**src/rtl/ro_meas_scheduler_pkg.sv**
```systemverilog
// Shared definitions for the ring-oscillator measurement scheduler:
// state encoding, default geometry and the counter-reset polarity.
package ro_sched_pkg;

  localparam int N_CH_DEF  = 4;
  localparam int CH_W_DEF  = 2;
  localparam int WIN_W_DEF = 8;
  localparam int SET_W_DEF = 4;

  // The RO counter clears while its reset input is low
  localparam logic ROCNT_RST_ACTIVE = 1'b0;

  localparam logic [2:0] ST_IDLE = 3'd0;
  localparam logic [2:0] ST_SEL  = 3'd1;
  localparam logic [2:0] ST_RST  = 3'd2;
  localparam logic [2:0] ST_GAP  = 3'd3;
  localparam logic [2:0] ST_EN   = 3'd4;
  localparam logic [2:0] ST_CAP  = 3'd5;
  localparam logic [2:0] ST_DONE = 3'd6;

  typedef enum logic [2:0] {
    S_IDLE = ST_IDLE,
    S_SEL  = ST_SEL,
    S_RST  = ST_RST,
    S_GAP  = ST_GAP,
    S_EN   = ST_EN,
    S_CAP  = ST_CAP,
    S_DONE = ST_DONE
  } sched_state_e;

endpackage

```
**src/rtl/ro_meas_scheduler_if.sv**
```systemverilog
// Configuration inputs and RO mux/counter/readout controls of the scheduler.
// master = scheduler side, slave = SPI front end / RO datapath side.
interface ro_meas_scheduler_if
  import ro_sched_pkg::*;
#(
  parameter int N_CH  = N_CH_DEF,
  parameter int CH_W  = CH_W_DEF,
  parameter int WIN_W = WIN_W_DEF,
  parameter int SET_W = SET_W_DEF
);
  logic [N_CH-1:0]  Ch_Mask;
  logic [WIN_W-1:0] Win_Cnt;
  logic [SET_W-1:0] Settle_Cnt;
  logic [CH_W-1:0]  Ro_Sel;
  logic             ROCNT_Rst;
  logic             ENOUT;
  logic             Cap_Stb;
  logic [CH_W-1:0]  Cap_Ch;
  logic             Busy;
  logic             Done;

  modport master (
    input  Ch_Mask, Win_Cnt, Settle_Cnt,
    output Ro_Sel, ROCNT_Rst, ENOUT, Cap_Stb, Cap_Ch, Busy, Done
  );

  modport slave (
    output Ch_Mask, Win_Cnt, Settle_Cnt,
    input  Ro_Sel, ROCNT_Rst, ENOUT, Cap_Stb, Cap_Ch, Busy, Done
  );
endinterface

```
**src/rtl/ro_meas_scheduler_prio_find.sv**
```systemverilog
// Finds the lowest set mask bit strictly above i_cur; i_cur = -1 picks the
// lowest set bit overall.
module ro_ch_prio_find #(
  parameter int N_CH = 4,
  parameter int CH_W = 2
) (
  input  logic [N_CH-1:0]        i_mask,
  input  logic signed [CH_W:0]   i_cur,
  output logic [CH_W-1:0]        o_idx,
  output logic                   o_vld
);

  // Descending scan so the lowest qualifying bit is the last one written
  always_comb begin
    o_idx = '0;
    o_vld = 1'b0;
    for (int i = N_CH - 1; i >= 0; i--) begin
      if (i_mask[i] && (i > int'(i_cur))) begin
        o_idx = CH_W'(i);
        o_vld = 1'b1;
      end else begin
        o_vld = o_vld;
      end
    end
  end

endmodule

```
**src/rtl/ro_meas_scheduler.sv**
```systemverilog
// Walks the channel mask and, per enabled RO, runs select/settle, counter
// reset, recovery gap, count window and capture. Updates on SPI_Clk falling edges.
module ro_meas_scheduler
  import ro_sched_pkg::*;
#(
  parameter int N_CH  = N_CH_DEF,
  parameter int CH_W  = CH_W_DEF,
  parameter int WIN_W = WIN_W_DEF,
  parameter int SET_W = SET_W_DEF
) (
  input  logic                   SPI_Clk,
  input  logic                   SPICNT_RST,
  ro_meas_scheduler_if.master    bus
);

  sched_state_e       r_state, w_state_nxt;
  logic [CH_W-1:0]    r_ch, w_ch_nxt;
  logic [WIN_W-1:0]   r_cnt, w_cnt_nxt;
  logic [N_CH-1:0]    r_mask, w_mask_nxt;
  logic [WIN_W-1:0]   r_win, w_win_nxt;
  logic [SET_W-1:0]   r_set, w_set_nxt;

  logic [CH_W-1:0]    r_ro_sel;
  logic               r_rocnt_rst;
  logic               r_enout;
  logic               r_cap_stb;
  logic [CH_W-1:0]    r_cap_ch;
  logic               r_busy;
  logic               r_done;
  logic [CH_W-1:0]    w_cap_ch_nxt;

  logic [N_CH-1:0]      w_pf_mask;
  logic signed [CH_W:0] w_pf_cur;
  logic [CH_W-1:0]      w_pf_idx;
  logic                 w_pf_vld;
  logic [SET_W-1:0]     w_set_src;
  logic [WIN_W-1:0]     w_set_len;

  // In IDLE the live config drives the first pick; afterwards the latched copy
  always_comb begin
    if (r_state == S_IDLE) begin
      w_pf_mask = bus.Ch_Mask;
      w_pf_cur  = '1;
      w_set_src = bus.Settle_Cnt;
    end else begin
      w_pf_mask = r_mask;
      w_pf_cur  = {1'b0, r_ch};
      w_set_src = r_set;
    end
    if (w_set_src == '0) begin
      w_set_len = WIN_W'(1);
    end else begin
      w_set_len = WIN_W'(w_set_src);
    end
  end

  ro_ch_prio_find #(.N_CH(N_CH), .CH_W(CH_W)) u_prio (
    .i_mask (w_pf_mask),
    .i_cur  (w_pf_cur),
    .o_idx  (w_pf_idx),
    .o_vld  (w_pf_vld)
  );

  // Next-state, channel, down-counter and config-latch logic
  always_comb begin
    w_state_nxt = r_state;
    w_ch_nxt    = r_ch;
    w_cnt_nxt   = r_cnt;
    w_mask_nxt  = r_mask;
    w_win_nxt   = r_win;
    w_set_nxt   = r_set;
    case (r_state)
      S_IDLE: begin
        w_mask_nxt = bus.Ch_Mask;
        w_win_nxt  = bus.Win_Cnt;
        w_set_nxt  = bus.Settle_Cnt;
        if (w_pf_vld) begin
          w_state_nxt = S_SEL;
          w_ch_nxt    = w_pf_idx;
          w_cnt_nxt   = w_set_len;
        end else begin
          w_state_nxt = S_DONE;
        end
      end
      S_SEL: begin
        if (r_cnt <= WIN_W'(1)) begin
          w_state_nxt = S_RST;
        end else begin
          w_cnt_nxt = r_cnt - WIN_W'(1);
        end
      end
      S_RST: w_state_nxt = S_GAP;
      S_GAP: begin
        if (r_win == '0) begin
          w_state_nxt = S_CAP;
        end else begin
          w_state_nxt = S_EN;
          w_cnt_nxt   = r_win;
        end
      end
      S_EN: begin
        if (r_cnt <= WIN_W'(1)) begin
          w_state_nxt = S_CAP;
        end else begin
          w_cnt_nxt = r_cnt - WIN_W'(1);
        end
      end
      S_CAP: begin
        if (w_pf_vld) begin
          w_state_nxt = S_SEL;
          w_ch_nxt    = w_pf_idx;
          w_cnt_nxt   = w_set_len;
        end else begin
          w_state_nxt = S_DONE;
        end
      end
      S_DONE:  w_state_nxt = S_DONE;
      default: w_state_nxt = S_IDLE;
    endcase

    if (w_state_nxt == S_CAP) begin
      w_cap_ch_nxt = w_ch_nxt;
    end else begin
      w_cap_ch_nxt = r_cap_ch;
    end
  end

  // State and registered outputs, decoded from the next state
  always_ff @(negedge SPI_Clk or negedge SPICNT_RST) begin
    if (!SPICNT_RST) begin
      r_state     <= S_IDLE;
      r_ch        <= '0;
      r_cnt       <= '0;
      r_mask      <= '0;
      r_win       <= '0;
      r_set       <= '0;
      r_ro_sel    <= '0;
      r_rocnt_rst <= ~ROCNT_RST_ACTIVE;
      r_enout     <= 1'b0;
      r_cap_stb   <= 1'b0;
      r_cap_ch    <= '0;
      r_busy      <= 1'b0;
      r_done      <= 1'b0;
    end else begin
      r_state     <= w_state_nxt;
      r_ch        <= w_ch_nxt;
      r_cnt       <= w_cnt_nxt;
      r_mask      <= w_mask_nxt;
      r_win       <= w_win_nxt;
      r_set       <= w_set_nxt;
      r_ro_sel    <= w_ch_nxt;
      r_rocnt_rst <= (w_state_nxt == S_RST) ? ROCNT_RST_ACTIVE : ~ROCNT_RST_ACTIVE;
      r_enout     <= (w_state_nxt == S_EN);
      r_cap_stb   <= (w_state_nxt == S_CAP);
      r_cap_ch    <= w_cap_ch_nxt;
      r_busy      <= (w_state_nxt == S_SEL) || (w_state_nxt == S_RST) ||
                     (w_state_nxt == S_GAP) || (w_state_nxt == S_EN)  ||
                     (w_state_nxt == S_CAP);
      r_done      <= (w_state_nxt == S_DONE);
    end
  end

  assign bus.Ro_Sel    = r_ro_sel;
  assign bus.ROCNT_Rst = r_rocnt_rst;
  assign bus.ENOUT     = r_enout;
  assign bus.Cap_Stb   = r_cap_stb;
  assign bus.Cap_Ch    = r_cap_ch;
  assign bus.Busy      = r_busy;
  assign bus.Done      = r_done;

endmodule

```
**src/flat_wrapper.sv**
```systemverilog
// flat-port wrapper written by rule: the top's interface ports become plain ports
module ro_meas_scheduler_flat import ro_sched_pkg::*;
#(
  parameter int N_CH  = N_CH_DEF,
  parameter int CH_W  = CH_W_DEF,
  parameter int WIN_W = WIN_W_DEF,
  parameter int SET_W = SET_W_DEF
)
  (SPI_Clk, SPICNT_RST, bus_Ch_Mask, bus_Win_Cnt, bus_Settle_Cnt, bus_Ro_Sel, bus_ROCNT_Rst, bus_ENOUT, bus_Cap_Stb, bus_Cap_Ch, bus_Busy, bus_Done);
  ro_meas_scheduler_if #(.N_CH(N_CH), .CH_W(CH_W), .WIN_W(WIN_W), .SET_W(SET_W)) bus_i ();
  input  logic SPI_Clk;
  input  logic SPICNT_RST;
  input wire logic [$bits(bus_i.Ch_Mask)-1:0] bus_Ch_Mask;
  input wire logic [$bits(bus_i.Win_Cnt)-1:0] bus_Win_Cnt;
  input wire logic [$bits(bus_i.Settle_Cnt)-1:0] bus_Settle_Cnt;
  output wire logic [$bits(bus_i.Ro_Sel)-1:0] bus_Ro_Sel;
  output wire logic [$bits(bus_i.ROCNT_Rst)-1:0] bus_ROCNT_Rst;
  output wire logic [$bits(bus_i.ENOUT)-1:0] bus_ENOUT;
  output wire logic [$bits(bus_i.Cap_Stb)-1:0] bus_Cap_Stb;
  output wire logic [$bits(bus_i.Cap_Ch)-1:0] bus_Cap_Ch;
  output wire logic [$bits(bus_i.Busy)-1:0] bus_Busy;
  output wire logic [$bits(bus_i.Done)-1:0] bus_Done;
  assign bus_i.Ch_Mask = bus_Ch_Mask;
  assign bus_i.Win_Cnt = bus_Win_Cnt;
  assign bus_i.Settle_Cnt = bus_Settle_Cnt;
  assign bus_Ro_Sel = bus_i.Ro_Sel;
  assign bus_ROCNT_Rst = bus_i.ROCNT_Rst;
  assign bus_ENOUT = bus_i.ENOUT;
  assign bus_Cap_Stb = bus_i.Cap_Stb;
  assign bus_Cap_Ch = bus_i.Cap_Ch;
  assign bus_Busy = bus_i.Busy;
  assign bus_Done = bus_i.Done;
  ro_meas_scheduler #(.N_CH(N_CH), .CH_W(CH_W), .WIN_W(WIN_W), .SET_W(SET_W)) u_core (.SPI_Clk(SPI_Clk), .SPICNT_RST(SPICNT_RST), .bus(bus_i));
endmodule
```
**config.mk**
```make
export PLATFORM = sky130hd
export DESIGN_NAME = ro_meas_scheduler_flat
export DESIGN_NICKNAME = d
export VERILOG_FILES = /design/src/rtl/ro_meas_scheduler_pkg.sv /design/src/rtl/ro_meas_scheduler_if.sv /design/src/rtl/ro_meas_scheduler_prio_find.sv /design/src/rtl/ro_meas_scheduler.sv /design/src/flat_wrapper.sv
export SDC_FILE = /design/constraint.sdc
export NUM_CORES = 1
export LEC_CHECK = 0
export CAP_MARGIN = 20
export CORE_ASPECT_RATIO = 0.6
export CORE_MARGIN = 2
export CORE_UTILIZATION = 54
export DETAILED_ROUTE_END_ITERATION = 8
export PLACE_DENSITY = 0.79
export SYNTH_ARGS = -nofsm -noshare
export SYNTH_HDL_FRONTEND = slang
export SYNTH_SLANG_ARGS = --single-unit
```
**constraint.sdc**
```tcl
create_clock -name SPI_Clk -period 2.4 [get_ports SPI_Clk]
set_input_delay 0.48 -clock SPI_Clk [delete_from_list [all_inputs] [get_ports SPI_Clk]]
set_output_delay 0.48 -clock SPI_Clk [all_outputs]
set_load 0.03 [all_outputs]
```
==> flow_summary.yaml <==
routing:
  remaining_drc_errors: 0
  detail_route.wirelength_microns: 4830
  drt_first_pass_iters: 5
  drtIter0Drc: 163
  routed_via_density: 6.08
  via_count: 1665
  wire_per_inst_microns: 17.6
  detail-route-antenna-nets: 0
sta:
  layout_skew_ps: 52.9
  final-max-slew-violation-count: 0
  worst_slack_ps: -292
  worst_hold_slack_ps: 450
  setup_viol_count_final: 25
  tns_ps: -3650
  timing.final.hold_violations: 0
  max_slew_margin: 0.633
  worst_max_slew_pin_slew_ps: 545
  unrepaired_setup_endpoints_after_global_routing: "true"
logic_synthesis:
  ys.flop_type: "sky130_fd_sc_hd__dfrtn_1"
  synth_adder_area_share: 0.0133
  synthesis.instances: 177
  synth_compound_gate_area_share: 0.168
  avg_synthesized_cell_area_sq_um: 10.6
  main_combinational_cell_family_by_area_after_synthesis: "simple AND/OR/NAND/NOR gates"
  synth.top_cells.by_area: "sky130_fd_sc_hd__dfrtn_1, sky130_fd_sc_hd__mux2_2, sky130_fd_sc_hd__nand2_1"
  async_reset_ff_frac: 1.00
  synth.yosys.seq_area_share: 0.468
  synth.ff_latch_count: 35
  synth-edff-count: 0
  synth_xor_area_frac: 0.0133
  post_synth_num_cell_types: 51
  yosys.area.top_type_share: 0.454
  synthMuxAreaShare: 0.115
  syn_nets: 197
  synth.yosys.warnings: 0
  total_standard_cell_area_after_synthesis_sq_um: 1880
  yosys.area.top_type: "sky130_fd_sc_hd__dfrtn_1"
  post_synthesis_simple_gate_area_fraction: 0.177
placement:
  portBuffers: 26
  pre_cts_worst_setup_slack_ps: -946
  placed_area_sq_um: 2290
  place_hpwl_microns: 3320
  routabilityCongestion: 0.855
floorplan:
  dieArea_sq_um: 3980
  core-area_sq_um: 3280
  placement_rows: 16
  die_h_microns: 49.7
  ios: 27
  floorplan.initialDensity: 0.571
  fp.dieW_microns: 80.1
min_path:
  hold_path.startpoint: "u_core.r_mask[1]"
  min-delay-path-class: "flop to flop"
layout:
  diodes: 0
  nNetsFinal: 248
  syn_to_final_growth_pct: 36.8
  final_common_cell: "sky130_fd_sc_hd__dfrtn_1"
  layout_common_cells: "sky130_fd_sc_hd__dfrtn_1, sky130_fd_sc_hd__buf_4, sky130_fd_sc_hd__nand2_1, sky130_fd_sc_hd__buf_6, sky130_fd_sc_hd__mux2_2"
  post-route-cell-area_sq_um: 2560
  fillerInstances: 204
  post_route_cells_drive_above_1_share: 0.393
  finish.utilization: 0.781
power:
  power.density_cell_area_nw_per_um2: 1340
  ir_drop_mv: 0.671
  power.static_leakage_nw: 1.12
global_route:
  grtUsageTotal: 0.255
  grtUsageMet3: 0.0568
  number_of_global_route_vias_before_repair: 1577
  wire_length_of_the_first_global_routing_pass_microns: 7670
  grt_max_degree: 24
  antenna_found_initial: 0
  grt_most_used_layer: "met2"
  grt_overflow_total: 0
  grt_use_met2: 0.378
  groute.layer.met1.usage: 0.363
critical_path:
  cp-end-kind: "flop"
  worst_ep_required_time_ps: 1340
  crit_path_start: "bus_Ch_Mask[1]"
  crit_path_start_kind: "input pin"
  timing_worst_setup_path_type: "input pin to flop"
  critical_path_arrival_ps: 1640
  crit-reg2reg-launch: "u_core.r_cnt[0]"
  cp_max_fo: 3
clocking:
  cts_sinks: 35
  cts_tree: "built"
  clk_pin_slew_worst_paths_ps: 50
  insertion_delay_ps: 350
  tritoncts.num_buffers: 5
  htree_num_levels: 2
  cts_buffer_depth: 2
  cts_root_buffer: "sky130_fd_sc_hd__clkbuf_8"
job:
  max_cap_violations: 0
outcome:
  run_status: "complete, but fails checks"
  failed_checks: "negative setup slack"
## worst max-delay path, stage by stage
cell and delay, ps:
sky130_fd_sc_hd__buf_8 100, sky130_fd_sc_hd__nor4_4 200, sky130_fd_sc_hd__a31oi_1 80, sky130_fd_sc_hd__a211oi_2 280
sky130_fd_sc_hd__or2_4 190, sky130_fd_sc_hd__mux2_4 290
## worst paths after layout
check | to | slack [ps] | cells after the start
min in group asynchronous | u_core.r_ch[1] | 1610 | 2
max reg2reg | u_core.r_cnt[6] | 160 | 8
max | u_core.r_cnt[1] | -290 | 6
max in group asynchronous | u_core.r_win[5] | 480 | 3
min reg2reg | u_core.r_mask[1] | 450 | 1
min | u_core.r_mask[1] | 450 | 1
## kinds of logic after synthesis
logic type / Yosys count
xor+xnor: 2
simple gates: 57
buf+inv: 17
flops: 35
mux: 19
fa+ha+maj: 2
compound gates: 45
## sequential cells by signal, summed over array words and instances, names as in the netlist
signal / count
u_core.r_mask: 3
u_core.bus.ENOUT: 1
u_core.bus.Cap_Stb: 1
u_core.r_state: 3
u_core.r_win: 8
u_core.bus.Cap_Ch: 2
u_core.bus.Done: 1
u_core.bus.Busy: 1
u_core.bus.ROCNT_Rst: 1
u_core.r_set: 4
u_core.r_ch: 2
u_core.r_cnt: 8
## synthesized netlist by cell type, drive strengths merged (2+ instances only)
cell,instances
o21ai,10
a21oi,8
nand3,3
nor4,7
a22oi,2
a211o,3
o31ai,6
or2,2
a211oi,3
nor3,7
nand2,13
nand3b,4
mux2i,2
dfrtn,34
mux2,17
ha,2
and2,2
nor2b,3
nor2,11
buf,7
a31oi,2
o21bai,2
inv,9
## final cells by class
cell class	count	area, sq um	area share
Sequential cell	35	877	0.342
Clock inverter	2	8.76	0.00341
Inverter	8	30.0	0.0117
Timing Repair Buffer	52	494	0.193
Multi-Input combinational cell	125	1020	0.399
Tap cell	45	56.3	0.0220
Clock buffer	7	76.3	0.0298
## where the power goes
group / switching, mW / internal (mW)
Clock: 0.212 / 0.206
Sequential: 0.218 / 0.870
Combinational: 1.01 / 0.926
Total: 1.44 / 2.00
## per-layer routing
metal  vias to the layer above  wire length, microns
met3                        14                   379
met5                         -                     0
met1                       815                  2110
met4                         0                    99
met2                        91                  2230
li1                        745                     -
## stage by stage
step | total power [mW] | std cells
after floorplan | 2.21 | 177
after global placement | 2.58 | 257
after detailed placement | 2.67 | 257
after CTS | 3.27 | 270
after global routing | 3.63 | 274
final | 3.44 | 274
## repair_timing
action / in CTS / in global routing
endpoints found under the setup margin: 27 / 22
setup buffers: 5 / 4
gates resized for setup: 47 / 15
pin swaps: 9 / 9
hold buffers: 0 / 0
(Power assumes the default switching activity.)
